### config.mk
export PLATFORM = sky130hd
export DESIGN_NAME = x_uart_rx_cfg
export DESIGN_NICKNAME = d
export VERILOG_FILES = /design/src/rtl/x_uart_pkg.sv /design/src/rtl/x_uart_rx_baud.sv /design/src/rtl/x_uart_rx_cfg.sv
export SDC_FILE = /design/constraint.sdc
export NUM_CORES = 1
export LEC_CHECK = 0
export ABC_AREA = 1
export CAP_MARGIN = 20
export CORE_ASPECT_RATIO = 2
export CORE_MARGIN = 2
export CORE_UTILIZATION = 35
export CTS_BUF_LIST = sky130_fd_sc_hd__clkbuf_16
export DETAILED_ROUTE_END_ITERATION = 8
export PLACE_DENSITY = 0.63
export SYNTH_ARGS = -nofsm -noshare
export SYNTH_HDL_FRONTEND = slang
export SYNTH_SLANG_ARGS = --single-unit
### constraint.sdc
create_clock -name i_clk -period 3.74 [get_ports i_clk]
set_input_delay 1.122 -clock i_clk [delete_from_list [all_inputs] [get_ports i_clk]]
set_output_delay 1.122 -clock i_clk [all_outputs]
set_load 0.01 [all_outputs]
### src/rtl/x_uart_pkg.sv
// Shared types and helpers for the configurable UART receiver family.
package x_uart_pkg;

    // Parity mode, encoded to match the integer PARITY parameter.
    typedef enum logic [1:0] {
        PAR_NONE = 2'd0,
        PAR_ODD  = 2'd1,
        PAR_EVEN = 2'd2
    } parity_t;

    // Receiver FSM states with fixed encodings so waveforms stay readable.
    typedef enum logic [2:0] {
        ST_IDLE   = 3'd0,
        ST_START  = 3'd1,
        ST_DATA   = 3'd2,
        ST_PARITY = 3'd3,
        ST_STOP   = 3'd4,
        ST_BREAK  = 3'd5
    } rx_state_t;

    // Clocks per bit; integer divide, callers keep the result >= 8.
    function automatic int cpb(input int clk_hz, input int baud);
        return clk_hz / baud;
    endfunction

endpackage

### src/rtl/x_uart_rx_baud.sv
// Bit-period timer: emits a one-cycle strobe after a half or full bit period.
module x_uart_rx_baud #(
    parameter int CPB = 8
) (
    input  logic clk,
    input  logic rst,
    input  logic clear,
    input  logic half,
    output logic strobe
);

    localparam int               CNT_W     = (CPB > 1) ? $clog2(CPB) : 1;
    localparam logic [CNT_W-1:0] FULL_LAST = CNT_W'(CPB - 1);
    localparam logic [CNT_W-1:0] HALF_LAST = CNT_W'(CPB / 2 - 1);

    logic [CNT_W-1:0] count;

    assign strobe = (count == (half ? HALF_LAST : FULL_LAST));

    // Free-running count that restarts on clear or on every strobe.
    always_ff @(posedge clk) begin
        if (rst || clear) begin
            count <= '0;
        end else if (strobe) begin
            count <= '0;
        end else begin
            count <= count + CNT_W'(1);
        end
    end

endmodule

### src/rtl/x_uart_rx_cfg.sv
// Parametrised UART receiver: glitch-rejecting start detection, parity,
// framing and overrun reporting, and a valid/ready holding register.
module x_uart_rx_cfg
    import x_uart_pkg::*;
#(
    parameter int CLK_HZ    = 100_000_000,
    parameter int BAUD      = 115_200,
    parameter int DATA_BITS = 8,
    parameter int PARITY    = 0,
    parameter int STOP_BITS = 1
) (
    input  logic                 i_clk,
    input  logic                 i_rst,
    input  logic                 i_rx,
    input  logic                 i_ready,
    output logic                 o_valid,
    output logic [DATA_BITS-1:0] o_data,
    output logic                 o_parity_err,
    output logic                 o_frame_err,
    output logic                 o_overrun
);

    localparam int         CPB       = cpb(CLK_HZ, BAUD);
    localparam parity_t    PAR_MODE  = parity_t'(PARITY);
    localparam logic [3:0] LAST_DATA = 4'(DATA_BITS - 1);
    localparam logic [3:0] LAST_STOP = 4'(STOP_BITS - 1);

    logic                 rx_meta;
    logic                 rx_sync;
    rx_state_t            state;
    rx_state_t            state_next;
    logic                 baud_clear;
    logic                 baud_half;
    logic                 baud_strobe;
    logic [3:0]           bit_cnt;
    logic [DATA_BITS-1:0] shift_reg;
    logic                 par_acc;
    logic                 par_err;
    logic                 frame_err;
    logic                 deliver;

    // Two-flop synchroniser for the asynchronous RX pin.
    always_ff @(posedge i_clk) begin
        if (i_rst) begin
            // NOTE: both flops reset to the idle line level so leaving reset never looks like a start bit.
            rx_meta <= 1'b1;
            rx_sync <= 1'b1;
        end else begin
            // NOTE: non-blocking assignments make rx_sync take the previous rx_meta, giving two real stages.
            rx_meta <= i_rx;
            rx_sync <= rx_meta;
        end
    end

    // Timer is held cleared while waiting for a start edge, so START counts from zero.
    assign baud_clear = (state == ST_IDLE) || (state == ST_BREAK);
    assign baud_half  = (state == ST_START);

    x_uart_rx_baud #(
        .CPB(CPB)
    ) u_baud (
        .clk   (i_clk),
        .rst   (i_rst),
        .clear (baud_clear),
        .half  (baud_half),
        .strobe(baud_strobe)
    );

    // Next-state logic for the frame FSM.
    always_comb begin
        // NOTE: hold-current default keeps every path assigned, so no latch is inferred.
        state_next = state;
        case (state)
            ST_IDLE:   if (!rx_sync) state_next = ST_START;
            ST_START:  if (baud_strobe) state_next = rx_sync ? ST_IDLE : ST_DATA;
            ST_DATA:   if (baud_strobe && (bit_cnt == LAST_DATA))
                           state_next = (PAR_MODE != PAR_NONE) ? ST_PARITY : ST_STOP;
            ST_PARITY: if (baud_strobe) state_next = ST_STOP;
            ST_STOP:   if (baud_strobe && (bit_cnt == LAST_STOP))
                           state_next = rx_sync ? ST_IDLE : ST_BREAK;
            ST_BREAK:  if (rx_sync) state_next = ST_IDLE;
            default:   state_next = ST_IDLE;
        endcase
    end

    // FSM state register.
    always_ff @(posedge i_clk) begin
        if (i_rst) state <= ST_IDLE;
        else       state <= state_next;
    end

    // Bit counter, shift register, parity accumulator and per-frame error capture.
    always_ff @(posedge i_clk) begin
        if (i_rst) begin
            bit_cnt   <= '0;
            shift_reg <= '0;
            par_acc   <= 1'b0;
            par_err   <= 1'b0;
            frame_err <= 1'b0;
            deliver   <= 1'b0;
        end else begin
            deliver <= 1'b0;
            case (state)
                ST_IDLE: begin
                    if (!rx_sync) begin
                        bit_cnt   <= '0;
                        par_acc   <= 1'b0;
                        par_err   <= 1'b0;
                        frame_err <= 1'b0;
                    end
                end
                ST_DATA: begin
                    if (baud_strobe) begin
                        shift_reg <= {rx_sync, shift_reg[DATA_BITS-1:1]};
                        par_acc   <= par_acc ^ rx_sync;
                        bit_cnt   <= (bit_cnt == LAST_DATA) ? 4'd0 : bit_cnt + 4'd1;
                    end
                end
                ST_PARITY: begin
                    // Even parity wants a total XOR of 0, odd wants 1.
                    if (baud_strobe) par_err <= par_acc ^ rx_sync ^ (PAR_MODE == PAR_ODD);
                end
                ST_STOP: begin
                    if (baud_strobe) begin
                        if (!rx_sync) frame_err <= 1'b1;
                        if (bit_cnt == LAST_STOP) begin
                            bit_cnt <= '0;
                            deliver <= 1'b1;
                        end else begin
                            bit_cnt <= bit_cnt + 4'd1;
                        end
                    end
                end
                default: ;
            endcase
        end
    end

    // Holding register: load when empty or being drained this cycle, else flag an overrun.
    always_ff @(posedge i_clk) begin
        if (i_rst) begin
            o_valid      <= 1'b0;
            o_data       <= '0;
            o_parity_err <= 1'b0;
            o_frame_err  <= 1'b0;
            o_overrun    <= 1'b0;
        end else begin
            o_overrun <= 1'b0;
            if (deliver) begin
                if (!o_valid || i_ready) begin
                    o_valid      <= 1'b1;
                    o_data       <= shift_reg;
                    o_parity_err <= par_err;
                    o_frame_err  <= frame_err;
                end else begin
                    o_overrun <= 1'b1;
                end
            end else if (o_valid && i_ready) begin
                o_valid <= 1'b0;
            end
        end
    end

endmodule

Word level (Yosys, flattened, before mapping)
Index checks and enable logic that the tools add are counted.
{"block": "totals", "output_inout_bits": 12, "inputBits": 4, "reg_bits": 43, "wordCells": 91}
{"block": "op_classes", "muxes": 28, "eq_ne": 17, "reduce_logical": 25, "add_sub_neg": 2, "bitwise": 4}
{"op": "two-way mux 3 bit", "n": 7}
{"op": "two-way mux 4 bit", "n": 5}
{"op": "!= test 2 bit, second input constant", "n": 9}
{"op": "case mux 3 bit (6 select lines)", "n": 1}
{"op": "case mux 4 bit (3 select lines)", "n": 1}
{"op": "adder 10 x 1 -> 10 bit, second input constant", "n": 1}
{"op": "equality test 10 bit", "n": 1}
{"op": "two-way mux 10 bit", "n": 1}
{"op": "two-way mux 1 bit", "n": 9}
{"op": "AND reduction 4 bit", "n": 2}
{"op": "nonzero test 2 bit", "n": 4}
{"op": "equality test 3 x 2 -> 1 bit, second input constant", "n": 2}
{"op": "equality test 3 bit, second input constant", "n": 2}
{"op": "case mux 1 bit (2 select lines)", "n": 3}
{"op": "AND reduction 2 bit", "n": 3}
{"op": "AND reduction 3 bit", "n": 2}
{"op": "AND reduction 6 bit", "n": 1}
{"op": "adder 4 x 1 -> 4 bit, second input constant", "n": 1}
{"op": "equality test 4 x 3 -> 1 bit, second input constant", "n": 1}
{"op": "logical NOT 4 bit", "n": 1}
{"op": "OR reduction 2 bit", "n": 2}
{"op": "equality test 3 x 1 -> 1 bit, second input constant", "n": 1}
{"op": "logical AND 1 bit", "n": 3}
{"op": "logical NOT 3 bit", "n": 1}
{"op": "other kinds (8)", "n": 12}

Depth between registers and ports, before layout
Gate-level depths: netlist of the first run.
{"block": "depth", "word_depth": 6, "mapped_depth": 11, "depth_no_buf": 11}

Cells and area by module
From an unflattened synthesis of the first run, not the netlist that was laid out.
{"block": "hier_totals", "cells_unflattened": 266, "hier_area_um2": 1939.4}
{"module": "x_uart_rx_cfg", "seq_area_each_um2": 660.6, "cells_per_inst": 191, "instances": 1, "area_each_um2": 1428.9}
{"module": "x_uart_rx_baud", "seq_area_each_um2": 200.2, "cells_per_inst": 75, "instances": 1, "area_each_um2": 510.5}

Least setup slack after synthesis of the first run
Ideal clock, no wire load.
{"block": "synth_path", "path_type": "input to register", "from": "input port i_rst", "to": "register shift_reg[4]", "t_required_ns": 3.675, "stages": 5, "setup_ns": 0.065, "arrival_time_ns": 1.872, "path_slack_ns": 1.803, "path_cell_list": "clkbuf_1 > inv_1 > buf_1 > o21ai_0 > nor2_1"}
{"element": "from (decl)", "line_no": "x_uart_rx_cfg.sv:13", "rtl": "input logic i_rst,"}
{"element": "to (signal assigned)", "line_no": "x_uart_rx_cfg.sv:114", "rtl": "shift_reg <= {rx_sync, shift_reg[DATA_BITS-1:1]};"}
{"element": "to (decl)", "line_no": "x_uart_rx_cfg.sv:36", "rtl": "logic [DATA_BITS-1:0] shift_reg;"}

==> run metrics, run 1 <==
starting density of the core=between 30% and 40%; max_slew headroom=between 50 and 60%; Util after Layout=around 43%; Place WS=1.07 ns; total number of vias=1712; sw frac=about a third; Hold WS=0.411 ns; GRT Total Usage=between 10% and 20%; register clock-pin slew on the reported worst setup and hold paths=0.06 ns; Post-Syn Area=a little under 0.002 mm2; share of cells above drive strength 1=between 7 and 8%; CTS buffer count=5; port bufs=15; Area Overhead vs Synth=20.7%; Max Clk Rate=422 MHz; fillcell total=between 500 and 600; Worst setup SP type=input pin; Sw Pwr=564 uW; post-synthesis sequential area ratio=44.7%; yosys warns=0; Iter 0 DRT Violations=64; Final period util=about 63%; cells after synthesis=264; Horiz. Die Dim=between 50 and 60 um; status=completed; DR WL/cell=about 12 um; commonest non-fill, non-tap cell in the layout=nor2_1; syn_area_per_cell=between 7 and 8 um2; die footprint=slightly above 0.006 mm2; Pint=approximately 1.1 mW; post_cts resized=0; Max Cap Viol=0; Max VDD drop=0.412 mV; RePlAce Congestion=a little under 0.9; worst min path class=reg2reg; Yosys cell types=34; synthesis-stage register bit count=43; first-pass iteration count of the detailed router=6; met3 usage=2.14%; Logic pwr share=approximately 31%; DRC Markers=0; asr flop ratio synth=0%; pin count of the biggest net entering global routing=26; DP Cell Count=approximately 340; post-layout min period=around 2.4 ns; WS Path Type=in2reg; PD cells=approximately 700 mW/mm2; met2 global-route usage=about a quarter; Critical Path AT=around 2.6 ns; Setup Buffers After CTS=0; global-route wire length before repair=between 6000 and 7000 um; Clock power frac=around a third; post-route ant nets=0; met1 usage=around 15%; TNS Setup=0 ns; Nets=just under 300; core area=~0.0054 mm2; syn_nets=about 270; routed vias/inst=4.99; post-synth top area cell=dfxtp_1; Finish-stage setup viols=0; grt ovf=0; io pins=16; post-synth top area share=44.7%; total clock sinks=43; worst slew pin tran=between 0.6 and 0.7 ns; Max H-tree Level=2; commonest non-fill, non-tap cells in the layout=67 x nor2_1, 43 x dfxtp_1, 39 x nand2_1; EDFF count, synth=0; Top Usage Layer GRT=met2; post-route worst setup slack=1.37 ns; DP Wirelength=approximately 3000 um; CP Max Fanout=25; CTS tree=yes; number of flip-flops in the largest register=10; Setup Skew=between 0.006 and 0.007 ns; Hold Buf Count CTS=0; RSZ-0062 raised after global routing=no; vias in the first global route=1624; height of the die=roughly 110 um; Synth area leaders=dfxtp_1 45%, nor2_1 13%, nand2_1 7.6%, o21ai_0 5.5%, inv_1 4.5%; sequential power share=approximately a third; Main synth FF type=dfxtp_1; clock buffer depth=2; Antenna Cells=0; # rows=38; Routed WL=around 4000 um; clk_lat worst skew=0.29 ns; non-filler cells, final=about 340; Max Slew Vio Count=0; initial antenna violation count=0; CP required=just under 4 ns; Pleak=about 0.95 nW; Final Hold Fails=0; nature of the critical path endpoint=register; clock tree root buffer cell=clkbuf_16
## logic make-up after synthesis
kind of cell	count (synthesis)	synth area share [%]
xor+xnor	5	2.28
flops	43	44.7
simple gates	141	32.8
compound gates	42	12.2
fa+ha+maj	3	1.95
buf+inv	30	6.05
## cell usage after synthesis (2+ instances only)
cell	number
xnor2_1	2
ha_1	3
nand2_2	2
nor3b_1	4
nor2_1	67
nand2_1	39
nand4_1	2
o21ai_0	21
nor3_1	5
or2_2	2
inv_1	23
clkbuf_1	3
dfxtp_1	43
nand3_1	13
a21oi_1	14
xor2_1	3
## path summary, 6_finish.rpt
check	startpoint	endpoint	slack (ns)	depth (start not counted)
worst max-delay path	i_rst	o_parity_err	1.37	4
worst min-delay path	rx_meta	rx_sync	0.41	1
worst max register to register	state[2]	bit_cnt[1]	1.85	7
worst min register to register	rx_meta	rx_sync	0.41	1
## per-layer routing
| layer | up-vias | part of all wire, % |
|---|---|---|
| met5 | - | 0 |
| met4 | 0 | 2.8 |
| met3 | 8 | 2.3 |
| met2 | 28 | 55 |
| met1 | 794 | 40 |
| li1 | 882 | - |
## critical path, cell delays in order
cell,delay (ns)
clkdlybuf4s50_1,0.57
inv_1,0.57
o21ai_0,0.19
a21oi_1,0.14
## per-stage QoR
step	area [um2]	total power, mW
after global placement	2130	1.06
after detailed placement	2130	1.07
final	2320	1.62
after CTS	2320	1.63
after global routing	2320	1.73
after floorplan	1920	0.972
## final cells by class
| cell class | instances | area (um2) | area share [%] |
|---|---|---|---|
| clock buffer | 5 | 125 | 5.39 |
| clock inverter | 3 | 63.8 | 2.75 |
| inverter | 25 | 93.8 | 4.04 |
| multi-input combinational | 191 | 947 | 40.8 |
| sequential | 43 | 861 | 37.0 |
| tap | 60 | 75.1 | 3.23 |
| timing repair buffer | 16 | 158 | 6.79 |
## power by group through the flow
| stage | sequential, mW | combinational (mW) | clock [mW] |
|---|---|---|---|
| CTS | 0.562 | 0.499 | 0.566 |
| global route | 0.567 | 0.581 | 0.583 |
| global placement | 0.571 | 0.490 | 0 |
| detailed placement | 0.573 | 0.496 | 0 |
| floorplan | 0.548 | 0.424 | 0 |
| finish | 0.562 | 0.497 | 0.558 |
(Power assumes the default switching activity.)
==> run 2: changes to the inputs <==
- clock period: 3.74 -> 2.21 ns (I/O delays scaled with it)
==> run 2 against run 1 <==
Effect of this change: via count decreased by 3.3%; sequential share of layout area is essentially flat; sequential power rose by 66%; final cell count grew 1.5%; register-to-register slack worse by 1.3 ns; largest cell class unchanged; largest power group unchanged.
==> run metrics, run 2 (same netlist as run 1, synthesis figures left out) <==
height of the die=109 um (unchanged); pin count of the biggest net entering global routing=26 (unchanged); clock buffer depth=2 (unchanged); worst slew pin tran=0.400 ns (was 0.659 ns); Horiz. Die Dim=56.4 um (unchanged); post-route ant nets=0 (unchanged); core area=0.00537 mm2 (unchanged); CTS tree=yes (unchanged); RePlAce Congestion=0.936 (was 0.868); Max H-tree Level=2 (unchanged); slowest cell delay on critical path=0.53 ns (was 0.57 ns); post_cts resized=0 (unchanged); Multi-input gate area=947 um2 (unchanged); fillcell total=569 (was 556); Iter 0 DRT Violations=23 (was 64); CP Buf/Inv Count=1 (was 2); Sw Pwr=948 uW (was 564 uW); io pins=16 (unchanged); Antenna Cells=0 (unchanged); total clock sinks=43 (unchanged); max_slew headroom=73.1% (was 56.0%); die footprint=0.00614 mm2 (unchanged); Worst setup SP type=register (was input pin); Logic pwr share=35.4% (was 30.7%); Routed WL=3970 um (was 4050 um); GRT Total Usage=14.5% (was 14.4%); Slowest-stage cell, CP=clkdlybuf4s50_1 (unchanged); port bufs=15 (unchanged); worst min path class=reg2reg (unchanged); CP Max Fanout=2 (was 25); vias in the first global route=1604 (was 1624); Setup Buffers After CTS=0 (unchanged); commonest non-fill, non-tap cell in the layout=nor2_1 (unchanged); FF-to-FF setup slack=0.51 ns (was 1.85 ns); CP required=1.55 ns (was 3.96 ns); post-layout min period=1.81 ns; commonest non-fill, non-tap cells in the layout=67 x nor2_1, 43 x dfxtp_1, 39 x nand2_1 (unchanged); reg2reg end=state[1] (was bit_cnt[1]); Max Slew Vio Count=0 (unchanged); CP Launch Point=o_data[5] (was i_rst); Max Clk Rate=about 550 MHz; PD cells=1090 mW/mm2 (was 696 mW/mm2); cell depth of the worst setup path=1 (was 4); clk_lat worst skew=0.29 ns (about the same); Pint=1.59 mW (was 1.05 mW); routed vias/inst=4.76 (was 4.99); register clock-pin slew on the reported worst setup and hold paths=0.06 ns (about the same); DR WL/cell=11.4 um (was 11.8 um); share of cells above drive strength 1=9.03% (was 7.42%); Final period util=around 82%; Hold Buf Count CTS=0 (unchanged); Final Hold Fails=0 (unchanged); Worst setup endpoint=o_data[5] (was o_parity_err); Area Overhead vs Synth=20.9% (was 20.7%); worst reg2reg startpoint=state[2] (unchanged); TNS Setup=0 ns (unchanged); DP Wirelength=2940 um (was 2950 um); CP delay by family, top=buffers and inverters (unchanged); Max Cap Viol=0 (unchanged); WS Path Type=reg2out (was in2reg); sw frac=37.4% (was 34.9%); Critical Path AT=1.15 ns (was 2.59 ns); Util after Layout=43.3% (was 43.2%); grt ovf=0 (unchanged); Pleak=0.955 nW (was 0.951 nW); Seq. cell area=861 um2 (unchanged); global-route wire length before repair=6840 um (was 6970 um); CTS buffer count=5 (unchanged); Nets=294 (was 289); CP Cell Sequence=clkdlybuf4s50_1 (was clkdlybuf4s50_1 > inv_1 > o21ai_0 > a21oi_1); DRC Markers=0 (unchanged); first-pass iteration count of the detailed router=4 (was 6); # rows=38 (unchanged); RSZ-0062 raised after global routing=no (unchanged); nature of the critical path endpoint=output port (was register); total number of vias=1655 (was 1712); Setup Skew=0.00303 ns (was 0.00673 ns); initial antenna violation count=0 (unchanged); worst reg-to-reg path cell count=7 (unchanged); starting density of the core=35.8% (unchanged); Clock power frac=27.8% (was 34.5%); clock tree root buffer cell=clkbuf_16 (unchanged); status=completed (unchanged); sequential power share=36.7% (was 34.7%); number of flip-flops in the largest register=10 (unchanged); Max VDD drop=0.672 mV (was 0.412 mV); Finish-stage setup viols=0 (unchanged)
run 2: layout make-up:
class | instances | area share [%]
clock buffers | 5 | 5.38
clock inverters | 3 | 0.699
inverters | 25 | 4.03
multi-input cells | 191 | 40.7
flip-flops and latches | 43 | 37.0
well taps | 60 | 3.23
repair buffers | 21 | 8.93
run 2: worst min-delay path by stage:
stage               startpoint  endpoint  slack, ns  cells after the start
finish                 rx_meta   rx_sync       0.43                      1
global placement       rx_meta   rx_sync       0.41                      1
detailed placement     rx_meta   rx_sync       0.41                      1
global route           rx_meta   rx_sync       0.45                      1
CTS                    rx_meta   rx_sync       0.43                      1
floorplan              rx_meta   rx_sync       0.39                      1
run 2: power groups by stage:
stage | clock network, mW | registers, mW | logic, mW
after global placement | 0 | 0.946 | 0.888
after global routing | 0.762 | 0.942 | 1.03
after CTS | 0.728 | 0.931 | 0.904
after detailed placement | 0 | 0.948 | 0.895
final | 0.706 | 0.931 | 0.898
after floorplan | 0 | 0.928 | 0.717
run 2: stage by stage:
step | instances | instance area [um2] | setup slack, ns | power, mW | hold slack, ns
6_report | 348 | 2330 | 0.397 | 2.53 | 0.428
5_1_grt | 348 | 2330 | 0.288 | 2.74 | 0.447
4_1_cts | 348 | 2330 | 0.380 | 2.56 | 0.433
3_5_place_dp | 340 | 2180 | 0.200 | 1.84 | 0.415
3_3_place_gp | 340 | 2180 | 0.247 | 1.83 | 0.407
2_1_floorplan | 264 | 1920 | 0.732 | 1.65 | 0.389
run 2: per-layer routing:
metal  part of all wire (%)  vias up  GRT usage, %
li1                       -      892             -
met1                     40      730          14.1
met2                     54       22          26.3
met3                    2.8       11          3.56
met4                    3.8        0          9.52
met5                      0        -             0
==> run 3: changes to the inputs <==
- PLACE_DENSITY: 0.63 -> 0.65
- clock period: 2.21 -> 1.6 ns (I/O delays scaled with it)
==> run 3 against run 2 <==
Effect of this change: clock skew grew 0.0013 ns; routed wire length grew 15%; clock-buffer cell count did not move; sequential share of layout area is 3.3 points lower; die area unchanged; critical path depth is 9 higher; critical endpoint is now bit_cnt[1].
==> run metrics, run 3 (same netlist as run 1, synthesis figures left out) <==
clock buffer depth=2 (unchanged); reg2reg end=bit_cnt[1] (was state[1]); CP dominant cell by count=nand2_1; Place WS=-0.131 ns (was 0.200 ns); post-route worst setup slack=0.0632 ns (was 0.397 ns); max_slew headroom=78.7% (was 73.1%); CP Cell Sequence=inv_4 > nand2_4 > nor2_4 > nand2_1 > nand2_2 > nand3_4 > a21oi_4 > nand3_1 > nand2_1 > nor2_1 (was clkdlybuf4s50_1); slowest cell delay on critical path=0.37 ns (was 0.53 ns); RSZ-0062 raised after global routing=yes (was no); worst hold stages=1 (unchanged); CTS tree=yes (unchanged); WHS Endpoint=rx_sync (unchanged); worst min path class=reg2reg (unchanged); WS Path Type=reg2reg (was reg2out); clk_lat worst skew=0.29 ns (about the same); starting density of the core=35.8% (unchanged); Slowest-stage cell, CP=dfxtp_4 (was clkdlybuf4s50_1); commonest non-fill, non-tap cell in the layout=nor2_1 (unchanged); Horiz. Die Dim=56.4 um (unchanged); CTS buffer count=5 (unchanged); Setup Skew=0.00435 ns (was 0.00303 ns); Placement Cell Area=0.00233 mm2 (was 0.00218 mm2); Max H-tree Level=2 (unchanged); share of cells above drive strength 1=23.6% (was 9.03%); Multi-input gate area=0.00103 mm2 (was 947 um2); pin count of the biggest net entering global routing=14 (was 26); height of the die=109 um (unchanged); Final period util=between 90 and 100%; DP Wirelength=3430 um (was 2940 um); total number of vias=1780 (was 1655); fillcell total=545 (was 569); Iter 0 DRT Violations=44 (was 23); PD cells=1580 mW/mm2 (was 1090 mW/mm2); worst slew pin tran=0.318 ns (was 0.400 ns); DRC Markers=0 (unchanged); global-route wire length before repair=7140 um (was 6840 um); grt ovf=0 (unchanged); Max VDD drop=0.908 mV (was 0.672 mV); Pleak=1.15 nW (was 0.955 nW); Pwr Total=4.12 mW (was 2.53 mW); Finish-stage setup viols=0 (unchanged); total clock sinks=43 (unchanged); Routed WL=4550 um (was 3970 um); Final Hold Fails=0 (unchanged); Nets=319 (was 294); FF-to-FF setup slack=0.06 ns (was 0.51 ns); Max Cap Viol=0 (unchanged); # rows=38 (unchanged); status=completed (unchanged); io pins=16 (unchanged); clock tree root buffer cell=clkbuf_16 (unchanged); worst reg2reg startpoint=state[1] (was state[2]); non-filler cells, final=373 (was 348); vias in the first global route=1746 (was 1604); Critical Path AT=1.72 ns (was 1.15 ns); Hold Buf Count CTS=0 (unchanged); post-layout min period=between 1.5 and 2 ns; first-pass iteration count of the detailed router=4 (unchanged); commonest non-fill, non-tap cells in the layout=64 x nor2_1, 37 x nand2_1, 34 x dfxtp_1 (was 67 x nor2_1, 43 x dfxtp_1, 39 x nand2_1); worst reg-to-reg path cell count=10 (was 7); DR WL/cell=12.2 um (was 11.4 um); post-route ant nets=0 (unchanged); Seq. cell area=877 um2 (was 861 um2); TNS Setup=0 ns (unchanged); RePlAce Congestion=0.838 (was 0.936); initial antenna violation count=0 (unchanged); core area=0.00537 mm2 (unchanged); number of flip-flops in the largest register=10 (unchanged); Antenna Cells=0 (unchanged); Area Overhead vs Synth=35.1% (was 20.9%); register clock-pin slew on the reported worst setup and hold paths=0.06 ns (about the same); DP Cell Count=360 (was 340); GRT Total Usage=15.3% (was 14.5%); final non-filler cell area=0.00260 mm2 (was 0.00233 mm2); nature of the critical path endpoint=register (was output port); die footprint=0.00614 mm2 (unchanged); CP required=1.78 ns (was 1.55 ns); Max Clk Rate=651 MHz; Max Slew Vio Count=0 (unchanged); Worst setup SP type=register (unchanged); Hold Startpoint=rx_meta (unchanged); CP Max Fanout=7 (was 2); port bufs=15 (unchanged); routed vias/inst=4.77 (was 4.76)
==> run 3: cell type report <==
| cell class | count | area share (%) |
|---|---|---|
| Tap cell | 60 | 2.89 |
| Inverter | 25 | 3.71 |
| Sequential cell | 43 | 33.7 |
| Clock buffer | 5 | 4.81 |
| Multi-Input combinational cell | 192 | 39.7 |
| Timing Repair Buffer | 45 | 14.5 |
| Clock inverter | 3 | 0.626 |
==> run 3: power by group <==
part | switching [mW] | internal, mW | total (mW)
clock | 0.406 | 0.569 | 0.975
sequential | 0.130 | 1.20 | 1.33
combinational | 1.01 | 0.808 | 1.81
==> run 3: per-stage QoR <==
step | util, % | hold WS, ns
6_report | 48.4 | 0.410
5_1_grt | 48.4 | 0.428
4_1_cts | 45.8 | 0.413
3_5_place_dp | 43.5 | 0.394
3_3_place_gp | 43.5 | 0.404
2_1_floorplan | - | 0.389
==> run 3: repair_timing <==
| action | in CTS | in global routing |
|---|---|---|
| resized for setup | 12 | 33 |
| setup endpoints to repair | 16 | 22 |
| pin swaps | 0 | 7 |
| buffers inserted | 0 | 4 |
| cloned | 0 | 1 |
==> run 3: worst max path at each step <==
stage	start	end	slack, ns
finish	state[1]	bit_cnt[1]	0.06
global route	state[2]	bit_cnt[3]	-0.08
CTS	state[0]	bit_cnt[3]	-0.01
detailed placement	i_ready	o_data[5]	-0.13
global placement	i_ready	o_data[2]	-0.10
floorplan	state[2]	state[0]	0.15
==> run 3: worst max-delay path: cells and delay by family (launching register included) <==
family | cells | cell delay, ns
DFF | 1 | 0.37
and+or+nand+nor | 8 | 0.69
AOI/OAI and AO/OA | 1 | 0.30
buffers and inverters | 1 | 0.07
==> run 3: per-layer routing <==
metal / track usage (%) / share of wire (%)
met5: 0 / 0
met4: 10.7 / 4.6
met2: 30.8 / 57
met1: 12.6 / 37
met3: 2.85 / 1.7
